## config.mk

```make
export PLATFORM = sky130hd
export DESIGN_NAME = generador_tono
export DESIGN_NICKNAME = d
export VERILOG_FILES = /design/src/rtl/tono_pkg.sv /design/src/rtl/tono_divisor.sv /design/src/rtl/generador_tono.sv
export SDC_FILE = /design/constraint.sdc
export NUM_CORES = 1
export LEC_CHECK = 0
export ABC_AREA = 1
export CORE_MARGIN = 2
export CORE_UTILIZATION = 31
export CTS_CLUSTER_SIZE = 10
export DETAILED_ROUTE_END_ITERATION = 8
export GPL_TIMING_DRIVEN = 0
export PLACE_DENSITY_LB_ADDON = 0.3
export SLEW_MARGIN = 20
export SYNTH_ARGS = -nofsm -noshare
export SYNTH_HDL_FRONTEND = slang
export SYNTH_HIERARCHICAL = 1
export SYNTH_SLANG_ARGS = --single-unit
```

## constraint.sdc

```tcl
create_clock -name clk -period 5.5 [get_ports clk]
set_input_delay 0.55 -clock clk [delete_from_list [all_inputs] [get_ports clk]]
set_output_delay 0.55 -clock clk [all_outputs]
set_load 0.005 [all_outputs]
```

## src/rtl/tono_pkg.sv

```systemverilog
// Shared constants and types for the tone generator.
package tono_pkg;

    localparam logic [2:0] NOTA_SIL = 3'd0;
    localparam logic [2:0] NOTA_1   = 3'd1;
    localparam logic [2:0] NOTA_2   = 3'd2;
    localparam logic [2:0] NOTA_3   = 3'd3;
    localparam logic [2:0] NOTA_4   = 3'd4;

    // Default half-periods in clk cycles at 50 MHz.
    localparam int unsigned HALF_1_DEF = 95419;
    localparam int unsigned HALF_2_DEF = 85034;
    localparam int unsigned HALF_3_DEF = 75757;
    localparam int unsigned HALF_4_DEF = 71633;
    localparam int          CW_DEF     = 17;

    typedef enum logic {
        IDLE = 1'b0,
        PLAY = 1'b1
    } estado_t;

    // Codes 1..4 are playable notes; 0 and 5..7 mean silence.
    function automatic logic es_nota(input logic [2:0] n);
        return (n >= NOTA_1) && (n <= NOTA_4);
    endfunction

endpackage

```

## src/rtl/tono_divisor.sv

```systemverilog
// Half-period counter: counts while enabled, pulses tc on the last cycle
// of the half-period and wraps itself to zero there.
module tono_divisor #(
    parameter int CW = tono_pkg::CW_DEF
) (
    input  logic        clk,
    input  logic        reset,
    input  logic        clr,
    input  logic        en,
    input  logic [CW:0] half,
    output logic        tc
);

    logic [CW-1:0] cnt;

    assign tc = en && ({1'b0, cnt} == (half - 1'b1));

    // Counter register: clear has priority, terminal count reloads zero.
    always_ff @(posedge clk) begin
        if (reset || clr) begin
            cnt <= '0;
        end else if (en) begin
            cnt <= tc ? '0 : cnt + 1'b1;
        end
    end

endmodule

```

## src/rtl/generador_tono.sv

```systemverilog
// Square-wave tone generator driven by the keyboard FSM note/play signals.
// Optional feature: define GENERADOR_TONO_HOLD_EN to let a stop request
// wait until the end of the current high half-period.
module generador_tono #(
    parameter int unsigned HALF_1 = tono_pkg::HALF_1_DEF,
    parameter int unsigned HALF_2 = tono_pkg::HALF_2_DEF,
    parameter int unsigned HALF_3 = tono_pkg::HALF_3_DEF,
    parameter int unsigned HALF_4 = tono_pkg::HALF_4_DEF,
    parameter int          CW     = tono_pkg::CW_DEF
) (
    input  logic       clk,
    input  logic       reset,
    input  logic [2:0] nota,
    input  logic       contar,
    output logic       audio_out,
    output logic       tocando,
    output logic [2:0] nota_act
);

    import tono_pkg::*;

    estado_t     estado;
    logic        arranque;
    logic        tc;
    logic        en;
    logic        clr;
    logic [CW:0] half;

    assign arranque = contar && es_nota(nota);
    assign en       = (estado == PLAY);

`ifdef GENERADOR_TONO_HOLD_EN
    logic stop_pend;
    logic fin_pend;

    assign fin_pend = stop_pend || !arranque;
    assign clr      = (estado == IDLE);
`else
    assign clr      = (estado == IDLE) || !arranque;
`endif

    // Half-period lookup for the note currently sounding.
    always_comb begin
        half = (CW+1)'(HALF_1);
        case (nota_act)
            NOTA_2:  half = (CW+1)'(HALF_2);
            NOTA_3:  half = (CW+1)'(HALF_3);
            NOTA_4:  half = (CW+1)'(HALF_4);
            default: half = (CW+1)'(HALF_1);
        endcase
    end

    tono_divisor #(
        .CW (CW)
    ) u_divisor (
        .clk   (clk),
        .reset (reset),
        .clr   (clr),
        .en    (en),
        .half  (half),
        .tc    (tc)
    );

    // Play FSM with registered outputs; notes change only at half boundaries.
    always_ff @(posedge clk) begin
        if (reset) begin
            estado    <= IDLE;
            audio_out <= 1'b0;
            tocando   <= 1'b0;
            nota_act  <= NOTA_SIL;
`ifdef GENERADOR_TONO_HOLD_EN
            stop_pend <= 1'b0;
`endif
        end else begin
            case (estado)
                IDLE: begin
                    if (arranque) begin
                        estado   <= PLAY;
                        tocando  <= 1'b1;
                        nota_act <= nota;
                    end
                end
                PLAY: begin
`ifdef GENERADOR_TONO_HOLD_EN
                    // A pending stop freezes the note and ends on a falling edge.
                    if (tc) begin
                        if (fin_pend && audio_out) begin
                            estado    <= IDLE;
                            audio_out <= 1'b0;
                            tocando   <= 1'b0;
                            nota_act  <= NOTA_SIL;
                            stop_pend <= 1'b0;
                        end else begin
                            audio_out <= ~audio_out;
                            stop_pend <= fin_pend;
                            if (!fin_pend) begin
                                nota_act <= nota;
                            end
                        end
                    end else if (!arranque) begin
                        stop_pend <= 1'b1;
                    end
`else
                    if (!arranque) begin
                        estado    <= IDLE;
                        audio_out <= 1'b0;
                        tocando   <= 1'b0;
                        nota_act  <= NOTA_SIL;
                    end else if (tc) begin
                        audio_out <= ~audio_out;
                        nota_act  <= nota;
                    end
`endif
                end
                default: begin
                    estado <= IDLE;
                end
            endcase
        end
    end

endmodule

```

# ---- Yosys cells after proc, flatten, opt, wreduce, memory -nomap -nowiden
# Cells that the tools add are included.
dict set report totals {
  elab_cells 40
  in_bits 6
  regBits 23
}
dict set report classes {
  n_eq_ne 8
  reduce_logical 9
  muxes 12
  bitwise_logic 2
  order_cmp 2
  n_addsub 2
}
# cell n
set op_table {}
lappend op_table {{one-hot mux 15 bit (3 select lines)} 1}
lappend op_table {{equality test 17 x 18 -> 1 bit} 1}
lappend op_table {{subtractor 17 x 1 -> 18 bit, second input constant} 1}
lappend op_table {{adder 17 x 1 -> 17 bit, second input constant} 1}
lappend op_table {{two-way mux 17 bit} 1}
lappend op_table {{two-way mux 3 bit} 3}
lappend op_table {{equality test 3 x 2 -> 1 bit, second input constant} 2}
lappend op_table {{one-hot mux 3 bit (2 select lines)} 1}
lappend op_table {{AND reduction 2 bit} 3}
lappend op_table {{two-way mux 1 bit} 5}
lappend op_table {{!= test 2 bit, second input constant} 2}
lappend op_table {{equality test 3 bit, second input constant} 1}
lappend op_table {{greater-or-equal comparator 3 x 1 -> 1 bit, second input constant} 1}
lappend op_table {{less-or-equal comparator 3 bit, second input constant} 1}
lappend op_table {{logical AND 1 bit} 3}
lappend op_table {{!= test 3 x 2 -> 1 bit, second input constant} 1}
lappend op_table {{logical OR 1 bit} 2}
lappend op_table {{!= test 2 x 1 -> 1 bit, second input constant} 1}
lappend op_table {{NOT 1 bit} 2}
lappend op_table {{one-hot mux 1 bit (2 select lines)} 1}
lappend op_table {{logical NOT 1 bit} 1}

# ---- Longest topological paths before layout
# Gate-level depths: netlist of run 1.
dict set report depth {
  word_depth 8
  ltp_mapped 25
  depth_no_buf 25
}

# ---- Hierarchy
# Netlist of run 1, hierarchy kept.
# module seq_area_each_um2 cells_each area_per_inst_um2 n_inst
set modules_own_cells {}
lappend modules_own_cells {tono_divisor 340.3 307 1804.2 1}
lappend modules_own_cells {generador_tono 120.1 58 371.6 1}

# ---- Worst setup path after synthesis of run 1
# No wires, ideal clock.
dict set report synth_path {
  path_kind {flip-flop to flip-flop}
  startpoint {reg nota_act[1]}
  endpoint {reg nota_act[0]}
  path_buffers 0
  stages_incl_launch_ff 24
  arrival_time_ns 3.428
  setup_ns 0.064
  setup_slack_ns 2.008
  path_cell_list {dfxtp_1 > inv_1 > nor2_1 > inv_1 > o21ai_1 > inv_1 > inv_1 > ha_1 > nand3_4 > nor2_1 > nand2_1 > nand3b_1 > nand2_1 > nor2_1 > nand3_1 > nor2_2 > nand2_2 > inv_1 > inv_1 > nand2_1 > nand4_1 > nand2_2 > nor2_1 > nor2_1}
}
dict set report synth_via {
  elab_chain_cells 7
}
# element line_no
set synth_lines {}
lappend synth_lines {{start: declaration} generador_tono.sv:17} ;# output logic [2:0] nota_act
lappend synth_lines {{start signal: assignment} generador_tono.sv:80} ;# nota_act <= nota;
lappend synth_lines {{start signal: assignment} generador_tono.sv:111} ;# nota_act <= nota;
lappend synth_lines {{equality test 3 bit or equality test 3 x 2 -> 1 bit (tied branches)} generador_tono.sv:45} ;# case (nota_act)
lappend synth_lines {{one-hot mux 15 bit (3 select lines) *} generador_tono.sv:45}
lappend synth_lines {{via half[12]} generador_tono.sv:27} ;# logic [CW:0] half;
lappend synth_lines {{subtractor 17 x 1 -> 18 bit *} tono_divisor.sv:16} ;# assign tc = en && ({1'b0, cnt} == (half - 1'b1));
lappend synth_lines {{equality test 17 x 18 -> 1 bit *} tono_divisor.sv:16}
lappend synth_lines {{logical AND 1 bit *} tono_divisor.sv:16}
lappend synth_lines {{via tc} generador_tono.sv:24} ;# logic tc;
lappend synth_lines {{!= test 3 x 2 -> 1 bit (no line) *} --}
lappend synth_lines {{AND reduction 2 bit (no line) *} --}
# The timed path passes the listed nets; every way through them passes the cells marked *.
# A chain may end at the register's enable or synchronous reset.

# ---- Final worst setup path of run 1
# Ends and elaborated chain as after synthesis.

==> impl_table.tex, run 1 <==
\begin{tabular}{lr}
\hline
Metric & Value \\
\hline
\multicolumn{2}{l}{\textbf{Placed design}} \\
Placed instance count & 484 \\
Final estimated routing congestion in global placement & 0.845 \\
Number of I/O port buffers & 10 \\
Post-Place Setup Slack & 1.56 ns \\
Dpl hpwl & 4.18 mm \\
Area post-placement & 2450 um\^{}2 \\
\multicolumn{2}{l}{\textbf{Drt}} \\
Number of vias in the routed layout & 2136 \\
Antenna violation net count after detailed routing & 0 \\
Iter 0 DRT Violations & 90 \\
Final Routed Wirelength & 5.07 mm \\
DRC violations left & 0 \\
Wire per inst & 10.4 um \\
Number of vias per cell after detailed routing & 4.38 \\
1st-pass router iterations & 4 \\
\multicolumn{2}{l}{\textbf{Logic synthesis}} \\
Leading register cell type out of synthesis & sky130\_fd\_sc\_hd\_\_dfxtp\_1 \\
Syn. warnings & 6 \\
Post-Syn Area & 2180 um\^{}2 \\
Yosys top cell area share & 21.2\% \\
Cell types with the largest area share after synthesis & sky130\_fd\_sc\_hd\_\_dfxtp\_1 (21\%), sky130\_fd\_sc\_hd\_\_nand2\_1 (18\%), sky130\_fd\_sc\_hd\_\_nor2\_1 (9.8\%) \\
Count of flip-flops with a built-in enable after synthesis & 0 \\
Async set or reset register ratio after synthesis & 0\% \\
Leading cell type by number of instances after synthesis & sky130\_fd\_sc\_hd\_\_nand2\_1 \\
Synth cell count leaders & sky130\_fd\_sc\_hd\_\_nand2\_1 (105), sky130\_fd\_sc\_hd\_\_nor2\_1 (57), sky130\_fd\_sc\_hd\_\_inv\_1 (49), sky130\_fd\_sc\_hd\_\_nand3\_1 (30), sky130\_fd\_sc\_hd\_\_dfxtp\_1 (23) \\
Number of distinct library cells after synthesis & 30 \\
Number of cells produced by synthesis & 365 \\
Post-synth top area cell & sky130\_fd\_sc\_hd\_\_dfxtp\_1 \\
Number of flip-flops and latches in the synthesized netlist & 23 \\
Sequential area share after synthesis & 21.2\% \\
Synthesized area per cell & 5.96 um\^{}2 \\
\multicolumn{2}{l}{\textbf{Worst setup path}} \\
Worst-path fanout max & 13 \\
Slack of the worst reg-to-reg path & 1.58 ns \\
Class of the most critical setup path & flip-flop to flip-flop \\
Data required time of the worst path & 5.71 ns \\
Master of the slowest instance on the critical path & sky130\_fd\_sc\_hd\_\_o21ai\_2 \\
CP Data Arrival Time & 4.13 ns \\
Crit-path max cell delay & 0.64 ns \\
Endpoint type of the worst setup path & flip-flop \\
Worst R2R Path Depth & 23 \\
Critical path endpoint & nota\_act[0] \\
Worst r2r dst & nota\_act[0] \\
Type of origin of the critical path & flip-flop \\
Start of the worst register-to-register path & nota\_act[1] \\
CP cell instances & inv\_1 > nor2\_1 > inv\_1 > o21ai\_2 > inv\_1 > inv\_1 > ha\_1 > nand3\_4 > nor2\_1 > nand2\_1 > nand3b\_1 > nand2\_1 > nor2\_1 > nand3\_1 > nor2\_2 > nand2\_2 > inv\_1 > inv\_1 > nand2\_1 > nand4\_1 > nand2\_2 > nor2\_1 > nor2\_1 \\
Most common cell on crit path & sky130\_fd\_sc\_hd\_\_inv\_1 \\
First element of the critical path & nota\_act[1] \\
\multicolumn{2}{l}{\textbf{Timing}} \\
Worst Clk Skew & 0.00532 ns \\
Final-layout worst hold slack & 0.523 ns \\
Transition at the pin with the smallest max-transition slack & 0.714 ns \\
Slew Limit Headroom & 52.4\% \\
Minimum clock period after layout & 3.92 ns \\
Final setup violating endpoints & 0 \\
Post-route clock period utilization & 71.2\% \\
Maximum clock frequency & 0.255 GHz \\
Final Worst Setup Slack & 1.58 ns \\
Setup TNS & 0 ns \\
Max Transition Viols Final & 0 \\
Setup repair after global routing missed its margin & false \\
Final Hold Viols & 0 \\
\multicolumn{2}{l}{\textbf{Pwr}} \\
Static Leakage & 1.11 nW \\
Maximum vdd ir drop & 0.112 mV \\
Areal power density over the cells & 152 nW/um\^{}2 \\
\multicolumn{2}{l}{\textbf{Layout}} \\
Final Instance Count excl. Fillers & 488 \\
Share of final-layout standard cells stronger than drive strength 1 & 10.7\% \\
Number of antenna diodes & 0 \\
Fill cell instance count of the final layout & 753 \\
Cell area after layout & 2490 um\^{}2 \\
Synthesis-to-layout area growth & 14.6\% \\
Flip-flop and latch area & 460 um\^{}2 \\
Area taken by multi-input logic gates & 1540 um\^{}2 \\
Net count of the finished layout & 402 \\
\multicolumn{2}{l}{\textbf{GRT}} \\
Total GRT Usage & 14.4\% \\
Busiest metal layer after global routing & met2 \\
Maximum number of pins on one net before global-route repair & 14 \\
Antenna violations before repair & 0 \\
Global route overflow & 0 \\
Wire length of the first global-routing pass & 8.79 mm \\
GR met3 Demand/Resource & 0.943\% \\
Met1 usage & 19.9\% \\
Via count of the first global-routing pass & 1947 \\
Met2 demand-to-capacity share in global routing & 23.2\% \\
\multicolumn{2}{l}{\textbf{Clocking}} \\
Clk slew on worst S/H paths & 0.08 ns \\
Clock tree root buffer cell & sky130\_fd\_sc\_hd\_\_clkbuf\_8 \\
Clock sinks & 23 \\
Bufs on Longest Clock Path & 2 \\
\# resized after CTS & 0 \\
Insertion delay of the later-clocked pin in the worst-skew pair & 0.27 ns \\
Number of H-tree branching levels & 1 \\
Clock tree from TritonCTS & yes \\
Post-CTS Setup Bufs & 0 \\
Hold-fix buffer count after cts & 0 \\
Number of clock buffers inserted by TritonCTS & 3 \\
\multicolumn{2}{l}{\textbf{Floorplanning}} \\
Boundary Pins & 11 \\
Row count & 30 \\
Die ar. & 7710 um\^{}2 \\
Effective utilization at floorplan & 32.0\% \\
Die boundary height & 87.8 um \\
Overall die width & 87.8 um \\
Floorplan core area & 6790 um\^{}2 \\
\multicolumn{2}{l}{\textbf{Flow run}} \\
Number of maximum-capacitance constraint violations & 0 \\
\multicolumn{2}{l}{\textbf{Status}} \\
Run status & finished, final reports clean \\
\multicolumn{2}{l}{\textbf{Hold path}} \\
Worst hold path type & flip-flop to flip-flop \\
Number of cells traversed by the worst hold path & 2 \\
\hline
\end{tabular}
-- cell type report --
cell class	count	area share, %
repair buffers	10	4.01
clock buffers	4	1.81
multi-input cells	301	61.8
well taps	96	4.82
flip-flops and latches	23	18.5
inverters	52	7.83
plain buffers	2	1.25
-- kinds of logic after synthesis --
family	share of synthesized area [%]
buffers and inverters	10.4
adders and majority gates	1.73
AOI/OAI and AO/OA	3.80
xor gates and xnor gates	8.45
other	0.345
DFF	21.2
and+or+nand+nor	54.1
-- placed cells by master, fill, tap and decap left out, drive strengths merged --
master           n
clkdlybuf4s50   10
a21oi            4
nand4            8
a21o             3
ha               3
nand3b           9
o22ai            1
clkbuf           4
inv             52
nand3           33
xor2            17
nand2          114
dfxtp           23
conb            15
nor3             7
buf              2
nor2            75
o21ai            6
or2              1
xnor2            4
nor4             1
-- sequential cells by signal, indices dropped and copies added (netlist names) --
name / cells
tocando: 1
u_divisor/cnt: 17
nota_act: 3
audio_out: 1
en: 1
-- how the worst min path moves through the flow --
stage / to / from / slack [ns]
finish: nota_act[1] / nota_act[1] / 0.52
global route: nota_act[2] / nota_act[2] / 0.56
CTS: nota_act[1] / nota_act[1] / 0.53
detailed placement: nota_act[1] / nota_act[1] / 0.51
global placement: nota_act[1] / nota_act[1] / 0.51
floorplan: u_divisor/cnt[1] / u_divisor/cnt[1] / 0.49
-- power breakdown --
part,internal [W],total [W],switching [W]
combinational,0.0000355,0.0000977,0.0000623
clock,0.0000519,0.000108,0.0000564
sequential,0.000170,0.000174,0.00000389
total,0.000257,0.000380,0.000123
-- critical path: cells and delay by family, from the launching register on --
kind            cells  cell delay (ns)
compound gates      1             0.64
simple gates       15             1.71
buf+inv             6             0.85
flops               1             0.38
fa+ha+maj           1             0.28
-- through the flow --
stage / total power, W / utilization, %
CTS: 0.000382 / 36.7
finish: 0.000380 / 36.7
floorplan: 0.000248 / -
detailed placement: 0.000275 / 36.0
global placement: 0.000273 / 36.0
global route: 0.000404 / 36.7
-- routing by layer --
| layer | up-vias | share of wire [%] |
|---|---|---|
| met3 | 10 | 2.7 |
| li1 | 1171 | - |
| met1 | 925 | 51 |
| met2 | 30 | 44 |
| met5 | - | 0 |
| met4 | 0 | 2.5 |
(Power assumes the default switching activity.)
==> run 2: changes to the inputs <==
==> constraint.sdc (replaced) <==
create_clock -name clk -period 3.7 [get_ports clk]
set_input_delay 0.37 -clock clk [delete_from_list [all_inputs] [get_ports clk]]
set_output_delay 0.37 -clock clk [all_outputs]
set_load 0.005 [all_outputs]
==> run 2 against run 1 <==
Net effect: total power rose by 52%; cell count rose by 1.0%; die area did not move; via count rose by 2.2%; sequential share of layout area fell by 0.44 points; flip-flop and latch count did not move; critical path depth did not move; worst setup slack got worse by 1.2 ns; wire length rose by 1.9%; hold slack improved by 0.0034 ns; clock skew barely moved; register-to-register slack got worse by 1.2 ns.
==> impl_table.tex, run 2 (same netlist as run 1, synthesis figures left out) <==
\begin{tabular}{lr}
\hline
Metric & Value \\
\hline
\multicolumn{2}{l}{\textbf{Hold path}} \\
Number of cells traversed by the worst hold path & 2 (unchanged) \\
Worst hold path type & flip-flop to flip-flop (unchanged) \\
\multicolumn{2}{l}{\textbf{Pwr}} \\
Switching power summed over all nets & 0.000187 W (was 0.000123 W) \\
Combinational fraction of design power & 27.4\% (was 25.7\%) \\
Clk network pwr share & 27.8\% (was 28.5\%) \\
Static Leakage & 1.13 nW (was 1.11 nW) \\
Areal power density over the cells & 226 nW/um\^{}2 (was 152 nW/um\^{}2) \\
Internal power & 0.000390 W (was 0.000257 W) \\
Maximum vdd ir drop & 0.167 mV (was 0.112 mV) \\
Switching fraction of total power & 32.4\% (was 32.3\%) \\
Seq pwr share & 44.8\% (was 45.7\%) \\
\multicolumn{2}{l}{\textbf{Layout}} \\
Share of final-layout standard cells stronger than drive strength 1 & 13.4\% (was 10.7\%) \\
Commonest cells after routing, fill and taps aside & sky130\_fd\_sc\_hd\_\_nand2\_1 (104), sky130\_fd\_sc\_hd\_\_nor2\_1 (54), sky130\_fd\_sc\_hd\_\_inv\_1 (48), sky130\_fd\_sc\_hd\_\_nand3\_1 (30), sky130\_fd\_sc\_hd\_\_dfxtp\_1 (23) (was sky130\_fd\_sc\_hd\_\_nand2\_1 (105), sky130\_fd\_sc\_hd\_\_nor2\_1 (57), sky130\_fd\_sc\_hd\_\_inv\_1 (49), sky130\_fd\_sc\_hd\_\_nand3\_1 (30), sky130\_fd\_sc\_hd\_\_dfxtp\_1 (23)) \\
Final cell utilization of the core & 37.6\% (was 36.7\%) \\
Fill cell instance count of the final layout & 750 (was 753) \\
Flip-flop and latch area & 460 um\^{}2 (unchanged) \\
Final Instance Count excl. Fillers & 493 (was 488) \\
Register name with the most flops & u\_divisor/cnt (unchanged) \\
Number of antenna diodes & 0 (unchanged) \\
Most common cell after layout, fill and taps aside & sky130\_fd\_sc\_hd\_\_nand2\_1 (unchanged) \\
Synthesis-to-layout area growth & 17.4\% (was 14.6\%) \\
Max FFs per register & 17 (unchanged) \\
Largest registers & u\_divisor/cnt: 17 flops, nota\_act: 3 flops (unchanged) \\
Area taken by multi-input logic gates & 1560 um\^{}2 (was 1540 um\^{}2) \\
Net count of the finished layout & 407 (was 402) \\
Cell area after layout & 2550 um\^{}2 (was 2490 um\^{}2) \\
\multicolumn{2}{l}{\textbf{Drt}} \\
Final Routed Wirelength & 5.17 mm (was 5.07 mm) \\
Number of vias per cell after detailed routing & 4.43 (was 4.38) \\
Antenna violation net count after detailed routing & 0 (unchanged) \\
Number of vias in the routed layout & 2183 (was 2136) \\
Wire per inst & 10.5 um (was 10.4 um) \\
DRC violations left & 0 (unchanged) \\
Iter 0 DRT Violations & 80 (was 90) \\
1st-pass router iterations & 4 (unchanged) \\
\multicolumn{2}{l}{\textbf{Worst setup path}} \\
Crit-path max cell delay & 0.38 ns (was 0.64 ns) \\
Worst-path fanout max & 7 (was 13) \\
Type of origin of the critical path & flip-flop (unchanged) \\
Most common cell on crit path & sky130\_fd\_sc\_hd\_\_inv\_1 (unchanged) \\
Class of the most critical setup path & flip-flop to flip-flop (unchanged) \\
Data required time of the worst path & 3.91 ns (was 5.71 ns) \\
Worst R2R Path Depth & 23 (unchanged) \\
Depth of the critical timing path with buffers and inverters included & 23 (unchanged) \\
Master of the slowest instance on the critical path & sky130\_fd\_sc\_hd\_\_dfxtp\_1 (was sky130\_fd\_sc\_hd\_\_o21ai\_2) \\
CP cell instances & inv\_1 > nor2\_2 > clkinvlp\_4 > nor2\_2 > inv\_1 > inv\_1 > ha\_2 > nand3\_4 > nor2\_1 > nand2\_1 > nand3b\_1 > nand2\_1 > nor2\_1 > nand3\_1 > nor2\_2 > nand2\_2 > inv\_1 > inv\_1 > nand2\_1 > nand4\_1 > nand2\_2 > nor2\_1 > nor2\_1 (was inv\_1 > nor2\_1 > inv\_1 > o21ai\_2 > inv\_1 > inv\_1 > ha\_1 > nand3\_4 > nor2\_1 > nand2\_1 > nand3b\_1 > nand2\_1 > nor2\_1 > nand3\_1 > nor2\_2 > nand2\_2 > inv\_1 > inv\_1 > nand2\_1 > nand4\_1 > nand2\_2 > nor2\_1 > nor2\_1) \\
Endpoint type of the worst setup path & flip-flop (unchanged) \\
Dominant delay contributor by cell family on the critical path & simple AND/OR/NAND/NOR gates (unchanged) \\
Number of buffer and inverter instances along the worst setup path & 6 (unchanged) \\
CP Data Arrival Time & 3.54 ns (was 4.13 ns) \\
\multicolumn{2}{l}{\textbf{Placed design}} \\
Area post-placement & 2450 um\^{}2 (unchanged) \\
Dpl hpwl & 4.18 mm (unchanged) \\
Final estimated routing congestion in global placement & 0.845 (unchanged) \\
Placed instance count & 484 (unchanged) \\
Post-Place Setup Slack & -0.242 ns (was 1.56 ns) \\
Number of I/O port buffers & 10 (unchanged) \\
\multicolumn{2}{l}{\textbf{Timing}} \\
Setup repair after global routing missed its margin & false (unchanged) \\
Slew Limit Headroom & 56.9\% (was 52.4\%) \\
Worst Clk Skew & 0.00549 ns (was 0.00532 ns) \\
Transition at the pin with the smallest max-transition slack & 0.640 ns (was 0.714 ns) \\
Final setup violating endpoints & 0 (unchanged) \\
Final Worst Setup Slack & 0.372 ns (was 1.58 ns) \\
Maximum clock frequency & 0.300 GHz (was 0.255 GHz) \\
Final Hold Viols & 0 (unchanged) \\
Post-route clock period utilization & 89.9\% (was 71.2\%) \\
Minimum clock period after layout & 3.33 ns (was 3.92 ns) \\
Setup TNS & 0 ns (unchanged) \\
Max Transition Viols Final & 0 (unchanged) \\
\multicolumn{2}{l}{\textbf{Floorplanning}} \\
Effective utilization at floorplan & 32.0\% (unchanged) \\
Die boundary height & 87.8 um (unchanged) \\
Overall die width & 87.8 um (unchanged) \\
Floorplan core area & 6790 um\^{}2 (unchanged) \\
Boundary Pins & 11 (unchanged) \\
Row count & 30 (unchanged) \\
Die ar. & 7710 um\^{}2 (unchanged) \\
\multicolumn{2}{l}{\textbf{Clocking}} \\
Hold-fix buffer count after cts & 0 (unchanged) \\
Clock tree root buffer cell & sky130\_fd\_sc\_hd\_\_clkbuf\_8 (unchanged) \\
Insertion delay of the later-clocked pin in the worst-skew pair & 0.27 ns (about the same) \\
Clock tree from TritonCTS & yes (unchanged) \\
Number of clock buffers inserted by TritonCTS & 3 (unchanged) \\
Clock sinks & 23 (unchanged) \\
Clk slew on worst S/H paths & 0.08 ns (about the same) \\
Number of H-tree branching levels & 1 (unchanged) \\
Bufs on Longest Clock Path & 2 (unchanged) \\
\multicolumn{2}{l}{\textbf{GRT}} \\
Global route overflow & 0 (unchanged) \\
Via count of the first global-routing pass & 1971 (was 1947) \\
Wire length of the first global-routing pass & 8.87 mm (was 8.79 mm) \\
Antenna violations before repair & 0 (unchanged) \\
Total GRT Usage & 14.6\% (was 14.4\%) \\
Maximum number of pins on one net before global-route repair & 14 (unchanged) \\
\multicolumn{2}{l}{\textbf{Status}} \\
Run status & finished, final reports clean (unchanged) \\
\multicolumn{2}{l}{\textbf{Flow run}} \\
Number of maximum-capacitance constraint violations & 0 (unchanged) \\
\hline
\end{tabular}
-- run 2: changes by cell type in the layout (fill, tap and decap cells not counted), sizes merged --
cell / delta
buf: +5
clkinvlp: +1
inv: -1
-- run 2: worst paths after layout --
| kind | from | end | slack [ns] |
|---|---|---|---|
| max | nota_act[1] | nota_act[0] | 0.37 |
| min | nota_act[1] | nota_act[1] | 0.53 |
| max reg2reg | nota_act[1] | nota_act[0] | 0.37 |
| min reg2reg | nota_act[1] | nota_act[1] | 0.53 |
-- run 2: timing repair --
item | CTS | global route
buffers inserted | 1 | 4
gates resized for setup | 1 | 6
endpoints found under the setup margin | 4 | 14
pin swaps | 1 | 0
-- run 2: through the flow --
step	hold slack, ns	total power [W]
finish	0.526	0.000577
CTS	0.528	0.000572
global route	0.563	0.000614
floorplan	0.442	0.000369
global placement	0.510	0.000406
detailed placement	0.513	0.000408
-- run 2: cell type report --
cell class	count	share of cell area (%)
Inverter	52	7.79
Clock buffer	4	1.76
Tap cell	96	4.70
Buffer	2	1.22
Sequential cell	23	18.0
Multi-Input combinational cell	301	61.1
Timing Repair Buffer	15	5.39
-- run 2: tightest hold or removal path: stages, from the launching register on --
cell                      delay (ns)
sky130_fd_sc_hd__dfxtp_1        0.34
sky130_fd_sc_hd__nor2_1         0.10
sky130_fd_sc_hd__nor2_1         0.05
-- run 2: power by group through the flow --
| stage | Combinational [W] | Sequential (W) | Clock, W |
|---|---|---|---|
| after floorplan | 0.000106 | 0.000263 | 0 |
| after global placement | 0.000142 | 0.000264 | 0 |
| final | 0.000158 | 0.000258 | 0.000160 |
| after detailed placement | 0.000144 | 0.000264 | 0 |
| after global routing | 0.000180 | 0.000260 | 0.000174 |
| after CTS | 0.000149 | 0.000258 | 0.000165 |
-- run 2: routing by layer --
layer | wire length (um) | part of all wire (%) | global-route usage [%]
met2 | 2350 | 45 | 23.8
met5 | 0 | 0 | 0
met3 | 101 | 2.0 | 0.943
met1 | 2590 | 50 | 19.9
met4 | 126 | 2.4 | 6.15
==> run 3: changes to the inputs <==
--- a/config.mk
+++ b/config.mk
@@ -6,6 +6,7 @@
 export NUM_CORES = 1
 export LEC_CHECK = 0
 export ABC_AREA = 1
+export CAP_MARGIN = 15
 export CORE_MARGIN = 2
 export CORE_UTILIZATION = 31
 export CTS_CLUSTER_SIZE = 10
==> constraint.sdc (replaced) <==
create_clock -name clk -period 3.5 [get_ports clk]
set_input_delay 0.35 -clock clk [delete_from_list [all_inputs] [get_ports clk]]
set_output_delay 0.35 -clock clk [all_outputs]
set_load 0.005 [all_outputs]
==> run 3 against run 2 <==
Net effect: sequential power grew 6%; total power rose by 5.5%; hold slack better by 0.0049 ns; maximum frequency is 5.7% higher; clock skew hardly changed; non-clock buffer count fell by 4; die area unchanged; combinational power rose by 3%; global-route usage is the same; count of clock-buffer cells in the layout is the same; wire length about the same; highest routed layer unchanged.
==> impl_table.tex, run 3 (same netlist as run 1, synthesis figures left out) <==
\begin{tabular}{lr}
\hline
Metric & Value \\
\hline
\multicolumn{2}{l}{\textbf{Clocking}} \\
Clock tree from TritonCTS & yes (unchanged) \\
Clock sinks & 23 (unchanged) \\
Hold-fix buffer count after cts & 0 (unchanged) \\
Number of H-tree branching levels & 1 (unchanged) \\
Clk slew on worst S/H paths & 0.08 ns (about the same) \\
Insertion delay of the later-clocked pin in the worst-skew pair & 0.27 ns (about the same) \\
Number of clock buffers inserted by TritonCTS & 3 (unchanged) \\
Clock tree root buffer cell & sky130\_fd\_sc\_hd\_\_clkbuf\_8 (unchanged) \\
Bufs on Longest Clock Path & 2 (unchanged) \\
\multicolumn{2}{l}{\textbf{Layout}} \\
Final Instance Count excl. Fillers & 489 (was 493) \\
Commonest cells after routing, fill and taps aside & sky130\_fd\_sc\_hd\_\_nand2\_1 (104), sky130\_fd\_sc\_hd\_\_nor2\_1 (53), sky130\_fd\_sc\_hd\_\_inv\_1 (47), sky130\_fd\_sc\_hd\_\_nand3\_1 (30), sky130\_fd\_sc\_hd\_\_dfxtp\_1 (23) (was sky130\_fd\_sc\_hd\_\_nand2\_1 (104), sky130\_fd\_sc\_hd\_\_nor2\_1 (54), sky130\_fd\_sc\_hd\_\_inv\_1 (48), sky130\_fd\_sc\_hd\_\_nand3\_1 (30), sky130\_fd\_sc\_hd\_\_dfxtp\_1 (23)) \\
Cell area after layout & 2540 um\^{}2 (was 2550 um\^{}2) \\
Number of antenna diodes & 0 (unchanged) \\
Net count of the finished layout & 403 (was 407) \\
Area taken by multi-input logic gates & 1570 um\^{}2 (was 1560 um\^{}2) \\
Synthesis-to-layout area growth & 16.6\% (was 17.4\%) \\
Share of final-layout standard cells stronger than drive strength 1 & 13.0\% (was 13.4\%) \\
Flip-flop and latch area & 460 um\^{}2 (unchanged) \\
Most common cell after layout, fill and taps aside & sky130\_fd\_sc\_hd\_\_nand2\_1 (unchanged) \\
Fill cell instance count of the final layout & 756 (was 750) \\
Max FFs per register & 17 (unchanged) \\
Largest registers & u\_divisor/cnt: 17 flops, nota\_act: 3 flops (unchanged) \\
Register name with the most flops & u\_divisor/cnt (unchanged) \\
\multicolumn{2}{l}{\textbf{Placed design}} \\
Dpl hpwl & 4.18 mm (unchanged) \\
Number of I/O port buffers & 10 (unchanged) \\
Area post-placement & 2450 um\^{}2 (unchanged) \\
Placed instance count & 484 (unchanged) \\
Final estimated routing congestion in global placement & 0.845 (unchanged) \\
\multicolumn{2}{l}{\textbf{Worst setup path}} \\
Endpoint type of the worst setup path & flip-flop (unchanged) \\
CP cell instances & inv\_1 > nor2\_2 > inv\_4 > o21ai\_4 > inv\_1 > inv\_1 > ha\_2 > nand3\_4 > nor2\_1 > nand2\_1 > nand3b\_1 > nand2\_1 > nor2\_1 > nand3\_1 > nor2\_2 > nand2\_2 > inv\_1 > inv\_1 > nand2\_1 > nand4\_1 > nand2\_2 > nor2\_1 > nor2\_1 (was inv\_1 > nor2\_2 > clkinvlp\_4 > nor2\_2 > inv\_1 > inv\_1 > ha\_2 > nand3\_4 > nor2\_1 > nand2\_1 > nand3b\_1 > nand2\_1 > nor2\_1 > nand3\_1 > nor2\_2 > nand2\_2 > inv\_1 > inv\_1 > nand2\_1 > nand4\_1 > nand2\_2 > nor2\_1 > nor2\_1) \\
Class of the most critical setup path & flip-flop to flip-flop (unchanged) \\
Number of buffer and inverter instances along the worst setup path & 6 (unchanged) \\
Dominant delay contributor by cell family on the critical path & simple AND/OR/NAND/NOR gates (unchanged) \\
CP Data Arrival Time & 3.36 ns (was 3.54 ns) \\
Worst-path fanout max & 13 (was 7) \\
Master of the slowest instance on the critical path & sky130\_fd\_sc\_hd\_\_dfxtp\_1 (unchanged) \\
Crit-path max cell delay & 0.39 ns (was 0.38 ns) \\
Data required time of the worst path & 3.71 ns (was 3.91 ns) \\
Type of origin of the critical path & flip-flop (unchanged) \\
Most common cell on crit path & sky130\_fd\_sc\_hd\_\_inv\_1 (unchanged) \\
\multicolumn{2}{l}{\textbf{Drt}} \\
DRC violations left & 0 (unchanged) \\
Antenna violation net count after detailed routing & 0 (unchanged) \\
Iter 0 DRT Violations & 100 (was 80) \\
Final Routed Wirelength & 5.17 mm (about the same) \\
Wire per inst & 10.6 um (was 10.5 um) \\
Number of vias per cell after detailed routing & 4.43 (about the same) \\
Number of vias in the routed layout & 2165 (was 2183) \\
1st-pass router iterations & 4 (unchanged) \\
\multicolumn{2}{l}{\textbf{Pwr}} \\
Seq pwr share & 45.0\% (was 44.8\%) \\
Combinational fraction of design power & 26.9\% (was 27.4\%) \\
Overall Power & 0.000608 W (was 0.000577 W) \\
Internal power & 0.000408 W (was 0.000390 W) \\
Static Leakage & 1.12 nW (was 1.13 nW) \\
Switching fraction of total power & 32.9\% (was 32.4\%) \\
Switching power summed over all nets & 0.000200 W (was 0.000187 W) \\
Maximum vdd ir drop & 0.178 mV (was 0.167 mV) \\
Areal power density over the cells & 240 nW/um\^{}2 (was 226 nW/um\^{}2) \\
Clk network pwr share & 28.1\% (was 27.8\%) \\
\multicolumn{2}{l}{\textbf{GRT}} \\
Global route overflow & 0 (unchanged) \\
Antenna violations before repair & 0 (unchanged) \\
Via count of the first global-routing pass & 1971 (unchanged) \\
Wire length of the first global-routing pass & 8.87 mm (unchanged) \\
Maximum number of pins on one net before global-route repair & 14 (unchanged) \\
Total GRT Usage & 14.6\% (unchanged) \\
\multicolumn{2}{l}{\textbf{Floorplanning}} \\
Effective utilization at floorplan & 32.0\% (unchanged) \\
Die boundary height & 87.8 um (unchanged) \\
Row count & 30 (unchanged) \\
Die ar. & 7710 um\^{}2 (unchanged) \\
Boundary Pins & 11 (unchanged) \\
Floorplan core area & 6790 um\^{}2 (unchanged) \\
Overall die width & 87.8 um (unchanged) \\
\multicolumn{2}{l}{\textbf{Timing}} \\
Setup repair after global routing missed its margin & false (unchanged) \\
Transition at the pin with the smallest max-transition slack & 0.626 ns (was 0.640 ns) \\
Final Hold Viols & 0 (unchanged) \\
Setup TNS & 0 ns (unchanged) \\
Maximum clock frequency & 0.318 GHz (was 0.300 GHz) \\
Final setup violating endpoints & 0 (unchanged) \\
Worst Clk Skew & 0.00597 ns (was 0.00549 ns) \\
Minimum clock period after layout & 3.15 ns (was 3.33 ns) \\
Post-route clock period utilization & 90.0\% (was 89.9\%) \\
Slew Limit Headroom & 57.8\% (was 56.9\%) \\
Max Transition Viols Final & 0 (unchanged) \\
\multicolumn{2}{l}{\textbf{Hold path}} \\
Worst hold path type & flip-flop to flip-flop (unchanged) \\
\multicolumn{2}{l}{\textbf{Flow run}} \\
Number of maximum-capacitance constraint violations & 0 (unchanged) \\
\multicolumn{2}{l}{\textbf{Status}} \\
Run status & finished, final reports clean (unchanged) \\
\hline
\end{tabular}
==> run 3: cell types whose count changed in the layout (fill, tap and decap cells not counted) <==
| cell | delta |
|---|---|
| sky130_fd_sc_hd__nand2_4 | +1 |
| sky130_fd_sc_hd__buf_4 | -4 |
| sky130_fd_sc_hd__nor2_1 | -1 |
| sky130_fd_sc_hd__inv_4 | +1 |
| sky130_fd_sc_hd__inv_2 | +1 |
| sky130_fd_sc_hd__nand2_2 | -1 |
| sky130_fd_sc_hd__clkinvlp_4 | -1 |
| sky130_fd_sc_hd__inv_1 | -1 |
| sky130_fd_sc_hd__nor2_4 | +1 |
==> run 3: final timing paths <==
kind,startpoint,end,slack [ns],cells after the start
setup / recovery,nota_act[1],nota_act[0],0.35,23
hold reg to reg,nota_act[1],nota_act[1],0.53,2
setup reg to reg,nota_act[1],nota_act[0],0.35,23
hold / removal,nota_act[1],nota_act[1],0.53,2
==> run 3: timing repair <==
action	in CTS	in global routing
pin swaps	1	0
endpoints found under the setup margin	21	4
gates resized for setup	3	9
buffers inserted	1	0
==> run 3: power by group through the flow <==
stage               Clock [W]  Sequential (W)  Combinational (W)
floorplan                   0        0.000278           0.000113
global placement            0        0.000279           0.000150
detailed placement          0        0.000279           0.000152
CTS                  0.000174        0.000273           0.000158
global route         0.000184        0.000275           0.000186
finish               0.000171        0.000274           0.000163
==> run 3: worst min-delay path, cell delays in order (launching register included) <==
cell                      delay [ns]
sky130_fd_sc_hd__dfxtp_1        0.35
sky130_fd_sc_hd__nor2_1         0.10
sky130_fd_sc_hd__nor2_1         0.05
==> run 3: layout make-up <==
class,count,area share (%)
Buffer,2,1.23
Timing Repair Buffer,11,4.24
Tap cell,96,4.74
Sequential cell,23,18.2
Inverter,52,7.79
Multi-Input combinational cell,301,62.1
Clock buffer,4,1.78
==> run 3: per-layer routing <==
| metal | vias up | wire length, um | GRT usage [%] |
|---|---|---|---|
| li1 | 1176 | - | - |
| met1 | 949 | 2570 | 19.9 |
| met2 | 30 | 2340 | 23.8 |
| met3 | 10 | 127 | 0.943 |
| met4 | 0 | 126 | 6.15 |
| met5 | - | 0 | 0 |
==> run 3: per-stage QoR <==
step	hold WS (ns)	utilization, %	setup slack [ns]
final	0.531	37.3	0.351
after global routing	0.563	37.3	0.00811
after CTS	0.528	37.0	0.108
after detailed placement	0.513	36.0	-0.442
after global placement	0.510	36.0	-0.841
after floorplan	0.422	-	0.00780
